**config.mk**
```make
export PLATFORM = sky130hd
export DESIGN_NAME = vga_pixel_probe_flat
export DESIGN_NICKNAME = d
export VERILOG_FILES = /design/src/rtl/vga_pkg.sv /design/src/rtl/vga_if.sv /design/src/rtl/vga_frame_tracker.sv /design/src/rtl/vga_pixel_probe.sv /design/src/flat_wrapper.sv
export SDC_FILE = /design/constraint.sdc
export NUM_CORES = 1
export LEC_CHECK = 0
export ABC_AREA = 1
export BUFFER_PORTS_ARGS = -buffer_cell sky130_fd_sc_hd__buf_2
export CAP_MARGIN = 20
export CORE_MARGIN = 2
export CORE_UTILIZATION = 40
export CTS_CLUSTER_SIZE = 12
export DETAILED_ROUTE_END_ITERATION = 12
export PLACE_DENSITY = 0.72
export SLEW_MARGIN = 5
export SYNTH_ARGS = -nofsm -noshare
export SYNTH_HDL_FRONTEND = slang
export SYNTH_SLANG_ARGS = --single-unit
```
**constraint.sdc**
```tcl
create_clock -name clk -period 2.8 [get_ports clk]
set_input_delay 0.14 -clock clk [delete_from_list [all_inputs] [get_ports clk]]
set_output_delay 0.14 -clock clk [all_outputs]
set_load 0.02 [all_outputs]
```
**src/rtl/vga_pkg.sv**
```systemverilog
// Shared types and constants for the VGA pixel probe.
// Holds the probe FSM state type and the visible-area size.
package vga_pkg;

    localparam logic [10:0] HOR_PIXELS = 11'd800;
    localparam logic [10:0] VER_PIXELS = 11'd600;

    typedef enum logic [1:0] {
        IDLE  = 2'd0,
        ARMED = 2'd1,
        DONE  = 2'd2
    } probe_state_t;

endpackage

```
**src/rtl/vga_if.sv**
```systemverilog
// VGA pixel stream bundle: counters, syncs, blanking, colour.
// Modports: in (consumer), out (producer).
interface vga_if;

    logic [10:0] hcount;
    logic [10:0] vcount;
    logic        hsync;
    logic        vsync;
    logic        hblnk;
    logic        vblnk;
    logic [11:0] rgb;

    modport in (
        input hcount, vcount,
        input hsync, vsync,
        input hblnk, vblnk,
        input rgb
    );

    modport out (
        output hcount, vcount,
        output hsync, vsync,
        output hblnk, vblnk,
        output rgb
    );

endinterface

```
**src/rtl/vga_frame_tracker.sv**
```systemverilog
// Counts frame starts (hcount==0, vcount==0) with a 2-bit saturating count.
// Ports: clk, rst, clear (restart count), hcount, vcount -> frame_cnt.
module vga_frame_tracker (
    input  logic        clk,
    input  logic        rst,
    input  logic        clear,
    input  logic [10:0] hcount,
    input  logic [10:0] vcount,
    output logic [1:0]  frame_cnt
);

    logic start;

    assign start = (hcount == '0) && (vcount == '0);

    // clear beats a coincident frame start
    always_ff @(posedge clk) begin
        if (rst || clear) begin
            frame_cnt <= 2'd0;
        end else if (start && (frame_cnt != 2'd3)) begin
            frame_cnt <= frame_cnt + 2'd1;
        end
    end

endmodule

```
**src/rtl/vga_pixel_probe.sv**
```systemverilog
// Captures the colour drawn at a requested (x,y) from a VGA pixel stream.
// Ports: clk, rst, in (vga_if.in), probe_req/x/y -> probe_busy, probe_done,
// probe_miss, probe_rgb, and probe_hit when VGA_PROBE_HIT_EN is defined.
module vga_pixel_probe
    import vga_pkg::*;
#(
    parameter logic [11:0] KEY_RGB     = 12'h000,
    parameter int          FRAME_LIMIT = 2
) (
    input  logic        clk,
    input  logic        rst,
    vga_if.in           in,
    input  logic        probe_req,
    input  logic [10:0] probe_x,
    input  logic [10:0] probe_y,
    output logic        probe_busy,
    output logic        probe_done,
    output logic        probe_miss,
    output logic [11:0] probe_rgb
`ifdef VGA_PROBE_HIT_EN
    ,
    output logic        probe_hit
`endif
);

    probe_state_t state;

    logic [10:0] x_q;
    logic [10:0] y_q;
    logic        off_q;
    logic        accept;
    logic        match;
    logic        limit;
    logic [1:0]  frame_cnt;

    assign accept = (state == IDLE) && probe_req;

    // off-screen targets can never match, whatever the blanking says
    assign match = (in.hcount == x_q) &&
                   (in.vcount == y_q) &&
                   !in.hblnk && !in.vblnk &&
                   !off_q;

    // registered count: limit seen the cycle after the frame start
    assign limit = int'(frame_cnt) >= FRAME_LIMIT;

    vga_frame_tracker u_frames (
        .clk       (clk),
        .rst       (rst),
        .clear     (accept),
        .hcount    (in.hcount),
        .vcount    (in.vcount),
        .frame_cnt (frame_cnt)
    );

`ifdef VGA_PROBE_HIT_EN
    logic key_eq;
    logic unused_ok;

    assign key_eq    = (in.rgb == KEY_RGB);
    assign unused_ok = ^{in.hsync, in.vsync};

    always_ff @(posedge clk) begin
        if (rst) begin
            probe_hit <= 1'b0;
        end else if (state == ARMED) begin
            if (match) begin
                probe_hit <= key_eq;
            end else if (limit) begin
                probe_hit <= 1'b0;
            end
        end
    end
`else
    logic unused_ok;

    assign unused_ok = ^{in.hsync, in.vsync, KEY_RGB};
`endif

    always_ff @(posedge clk) begin
        if (rst) begin
            state      <= IDLE;
            x_q        <= '0;
            y_q        <= '0;
            off_q      <= 1'b0;
            probe_busy <= 1'b0;
            probe_done <= 1'b0;
            probe_miss <= 1'b0;
            probe_rgb  <= 12'h000;
        end else begin
            probe_done <= 1'b0;
            unique case (state)
                IDLE: begin
                    probe_busy <= 1'b0;
                    if (probe_req) begin
                        x_q        <= probe_x;
                        y_q        <= probe_y;
                        off_q      <= (probe_x >= HOR_PIXELS) ||
                                      (probe_y >= VER_PIXELS);
                        probe_busy <= 1'b1;
                        state      <= ARMED;
                    end
                end
                ARMED: begin
                    // a match wins over a coincident limit
                    if (match) begin
                        probe_rgb  <= in.rgb;
                        probe_miss <= 1'b0;
                        probe_done <= 1'b1;
                        state      <= DONE;
                    end else if (limit) begin
                        probe_rgb  <= 12'h000;
                        probe_miss <= 1'b1;
                        probe_done <= 1'b1;
                        state      <= DONE;
                    end
                end
                DONE: begin
                    probe_busy <= 1'b0;
                    state      <= IDLE;
                end
                default: begin
                    probe_busy <= 1'b0;
                    state      <= IDLE;
                end
            endcase
        end
    end

endmodule

```
**src/flat_wrapper.sv**
```systemverilog
// flat-port wrapper written by rule: the top's interface ports become plain ports
module vga_pixel_probe_flat import vga_pkg::*;
#(
    parameter logic [11:0] KEY_RGB     = 12'h000,
    parameter int          FRAME_LIMIT = 2
)
  (clk, rst, probe_req, probe_x, probe_y, probe_busy, probe_done, probe_miss, probe_rgb, in_hcount, in_vcount, in_hsync, in_vsync, in_hblnk, in_vblnk, in_rgb);
  vga_if in_i ();
  input  logic clk;
  input  logic rst;
  input  logic probe_req;
  input  logic [10:0] probe_x;
  input  logic [10:0] probe_y;
  output logic probe_busy;
  output logic probe_done;
  output logic probe_miss;
  output logic [11:0] probe_rgb;
  input wire logic [$bits(in_i.hcount)-1:0] in_hcount;
  input wire logic [$bits(in_i.vcount)-1:0] in_vcount;
  input wire logic [$bits(in_i.hsync)-1:0] in_hsync;
  input wire logic [$bits(in_i.vsync)-1:0] in_vsync;
  input wire logic [$bits(in_i.hblnk)-1:0] in_hblnk;
  input wire logic [$bits(in_i.vblnk)-1:0] in_vblnk;
  input wire logic [$bits(in_i.rgb)-1:0] in_rgb;
  assign in_i.hcount = in_hcount;
  assign in_i.vcount = in_vcount;
  assign in_i.hsync = in_hsync;
  assign in_i.vsync = in_vsync;
  assign in_i.hblnk = in_hblnk;
  assign in_i.vblnk = in_vblnk;
  assign in_i.rgb = in_rgb;
  vga_pixel_probe #(.KEY_RGB(KEY_RGB), .FRAME_LIMIT(FRAME_LIMIT)) u_core (.clk(clk), .rst(rst), .in(in_i), .probe_req(probe_req), .probe_x(probe_x), .probe_y(probe_y), .probe_busy(probe_busy), .probe_done(probe_done), .probe_miss(probe_miss), .probe_rgb(probe_rgb));
endmodule
```
==> results.json <==
{
  "diodes": 0,
  "seq_area_frac_synth": 0.382,
  "synthTopCellsByArea": "dfxtp_1 (38%), nand2_1 (15%), a21oi_1 (8.2%)",
  "p_sw_frac": 0.282,
  "cellLeakagePower_nw": 1.33,
  "r2r_cells": 8,
  "final_nets": 468,
  "p_per_area_nw_per_um2": 471,
  "outcome": "completed",
  "clock-root-buffer": "clkbuf_8",
  "path_max_fanout": 12,
  "yosys-top-cells-count": "nand2_1 (85), inv_1 (46), dfxtp_1 (42)",
  "slew_headroom": 0.422,
  "cts_tree": "done",
  "min_path_type": "input port to flop",
  "fin_crit_ps": 1800,
  "r2r-end": "u_core.probe_rgb[11]",
  "p_comb_frac": 0.170,
  "rsz0062_at_grt": "no",
  "net-switching-power_mw": 0.357,
  "stdcell_count": 474,
  "slew_viol_final": 0,
  "antenna_found_initial": 0,
  "synth-edff-count": 0,
  "via_count": 2299,
  "dp.cells": 466,
  "gp_congestion": 0.803,
  "max_stage_delay_ps": 650,
  "grt_pass1_vias": 2124,
  "core_area_um2": 5200,
  "drt-initial-drc-count": 78,
  "post_cts_resized": 0,
  "synth_seq_cells": 42,
  "synthCells": 330,
  "yosysTopAreaCell": "dfxtp_1",
  "maxCapViolCount": 0,
  "num_io_pins": 78,
  "grt.total_usage": 0.189,
  "finalCritPeriodShare": 0.644,
  "globalRoute.totalOverflow": 0,
  "drc_errors": 0,
  "portBuffers": 75,
  "cts-hold-fix-buffers": 0,
  "syn_avg_cell_area_um2": 6.66,
  "path_cells": "inv_1 -> nand2_1 -> nand2_1 -> nor2_1 -> nand2_1 -> nor2_1 -> nand4_1 -> a21oi_1",
  "htree_levels": 2,
  "seqPwrFrac": 0.507,
  "ant_nets": 0,
  "fin_skew_ps": 5.88,
  "post_drt_wl_per_cell_um": 11.9,
  "fmax_mhz": 555,
  "tightest_slew_ps": 863,
  "routed_wl_um": 5620,
  "r2r_setup_slack_ps": 1000,
  "drt-vias-per-instance": 4.85,
  "critical_path_class": "flop to flop",
  "syn_area_um2": 2200,
  "cp-start-kind": "flop",
  "numCtsBuffers": 5,
  "hold_violations": 0,
  "area_growth_pct": 22.3,
  "timing.critical_path.to": "u_core.probe_rgb[11]",
  "cts_buffer_depth": 2,
  "critical_path.startpoint": "u_core.y_q[8]",
  "drtPass1Iterations": 4,
  "synth_top_area_share": 0.382,
  "cp-end-kind": "flop",
  "p_int_mw": 0.910,
  "fp.dieW_um": 78.1,
  "die_h_um": 78.1,
  "ir_drop_mv": 0.285,
  "yosys_warnings": 0,
  "crit_slowest_cell": "nor2_1",
  "start_util": 0.422,
  "clock_latency_ps": 290,
  "grt_max_degree": 24,
  "synth_fp_nets": 395,
  "crit_arrival_ps": 2020,
  "grt_pass1_wl_um": 9290,
  "final-setup-viol-count": 0,
  "clkPwrFrac": 0.323,
  "rr_startpoint": "u_core.y_q[8]",
  "final.setup.tns_ps": 0,
  "synth_cell_types": 28,
  "timing.critical_path.mode_cell": "nand2_1",
  "rows": 26,
  "cts.clk_slew.worst_paths_ps": 80,
  "hold_ws_ps": 112,
  "ys_async_sr_fraction": 0,
  "die-area_um2": 6110,
  "ys.flop_type": "dfxtp_1",
  "dpl.hpwl_um": 4320,
  "synth.most_common_cell": "nand2_1",
  "drive_gt1_frac": 0.262,
  "power.total_mw": 1.27,
  "clock_sinks": 42,
  "post_cts_buffers": 0,
  "crit_required_ps": 3020
}
-- placed cells by master (no fill, tap or decap), drive strengths merged --
| cell | Yosys | layout |
|---|---|---|
| o21ai | 23 | 23 |
| a21oi | 37 | 37 |
| nand2 | 95 | 95 |
| nand4 | 20 | 20 |
| nand3 | 6 | 6 |
| nor2 | 34 | 34 |
| clkinv | 0 | 1 |
| dfxtp | 42 | 42 |
| clkinvlp | 0 | 1 |
| clkbuf | 7 | 6 |
| nor3b | 1 | 1 |
| xnor2 | 1 | 1 |
| a211oi | 1 | 1 |
| o311ai | 1 | 1 |
| and2 | 1 | 1 |
| buf | 5 | 78 |
| nor4 | 2 | 2 |
| ha | 2 | 2 |
| inv | 50 | 50 |
| nand3b | 1 | 1 |
| o211ai | 1 | 1 |
-- sequential cells by signal (all words and copies together) (netlist names) --
register and count:
u_core.off_q 1, u_core.probe_miss 1, u_core.probe_done 1, u_core.x_q 11, u_core.probe_rgb 12, u_core.probe_busy 1
u_core.u_frames.frame_cnt 2, u_core.y_q 11, u_core.state 2
-- layer usage --
| layer | routed length [um] | GRT usage | part of all wire | vias up |
|---|---|---|---|---|
| li1 | - | - | - | 1197 |
| met1 | 2630 | 0.238 | 0.47 | 1035 |
| met2 | 2590 | 0.319 | 0.46 | 61 |
| met3 | 303 | 0.0437 | 0.054 | 6 |
| met4 | 93 | 0.0632 | 0.017 | 0 |
| met5 | 0 | 0 | 0 | - |
-- worst min-delay path by stage --
stage / startpoint / endpoint / slack [ps] / cells past startpoint
detailed placement: probe_y[9] / u_core.y_q[9] / 410 / 3
global placement: probe_y[9] / u_core.y_q[9] / 410 / 3
finish: in_rgb[7] / u_core.probe_rgb[7] / 110 / 3
CTS: probe_y[9] / u_core.y_q[9] / 110 / 3
floorplan: probe_y[9] / u_core.y_q[9] / 300 / 2
global route: in_rgb[5] / u_core.probe_rgb[5] / 120 / 3
-- kinds of logic (layout without fill, tap and decap cells) --
logic type / after synthesis / after routing / share of synthesized area
compound gates: 63 / 63 / 0.149
xor+xnor: 1 / 1 / 0.00398
fa+ha+maj: 2 / 2 / 0.0114
buf+inv: 62 / 136 / 0.126
flops: 42 / 42 / 0.382
simple gates: 160 / 160 / 0.327
-- power by group through the flow --
stage	clock network [mW]	logic (mW)	registers, mW
floorplan	0	0.134	0.654
detailed placement	0	0.213	0.656
finish	0.409	0.215	0.642
global placement	0	0.209	0.654
CTS	0.417	0.215	0.642
global route	0.443	0.248	0.646
-- final cells by class --
type,instances,area (um2)
Fill cell,532,2520
Multi-Input combinational cell,226,1080
Sequential cell,42,841
Timing Repair Buffer,78,398
Inverter,50,188
Tap cell,70,87.6
Clock buffer,6,82.6
Clock inverter,2,12.5
-- worst max-delay path, delay by kind of cell (launching register included) --
kind,cells,cell delay (ps)
compound gates,1,200
buf+inv,1,60
flops,1,340
simple gates,6,1140
-- per-stage QoR --
stage | area, um2 | util | setup WS (ps)
6_report | 2690 | 0.517 | 997
5_1_grt | 2690 | 0.517 | 821
4_1_cts | 2690 | 0.517 | 1010
3_5_place_dp | 2590 | 0.498 | 1040
3_3_place_gp | 2590 | 0.498 | 1100
2_1_floorplan | 2200 | - | 1470
(Power assumes the default switching activity.)
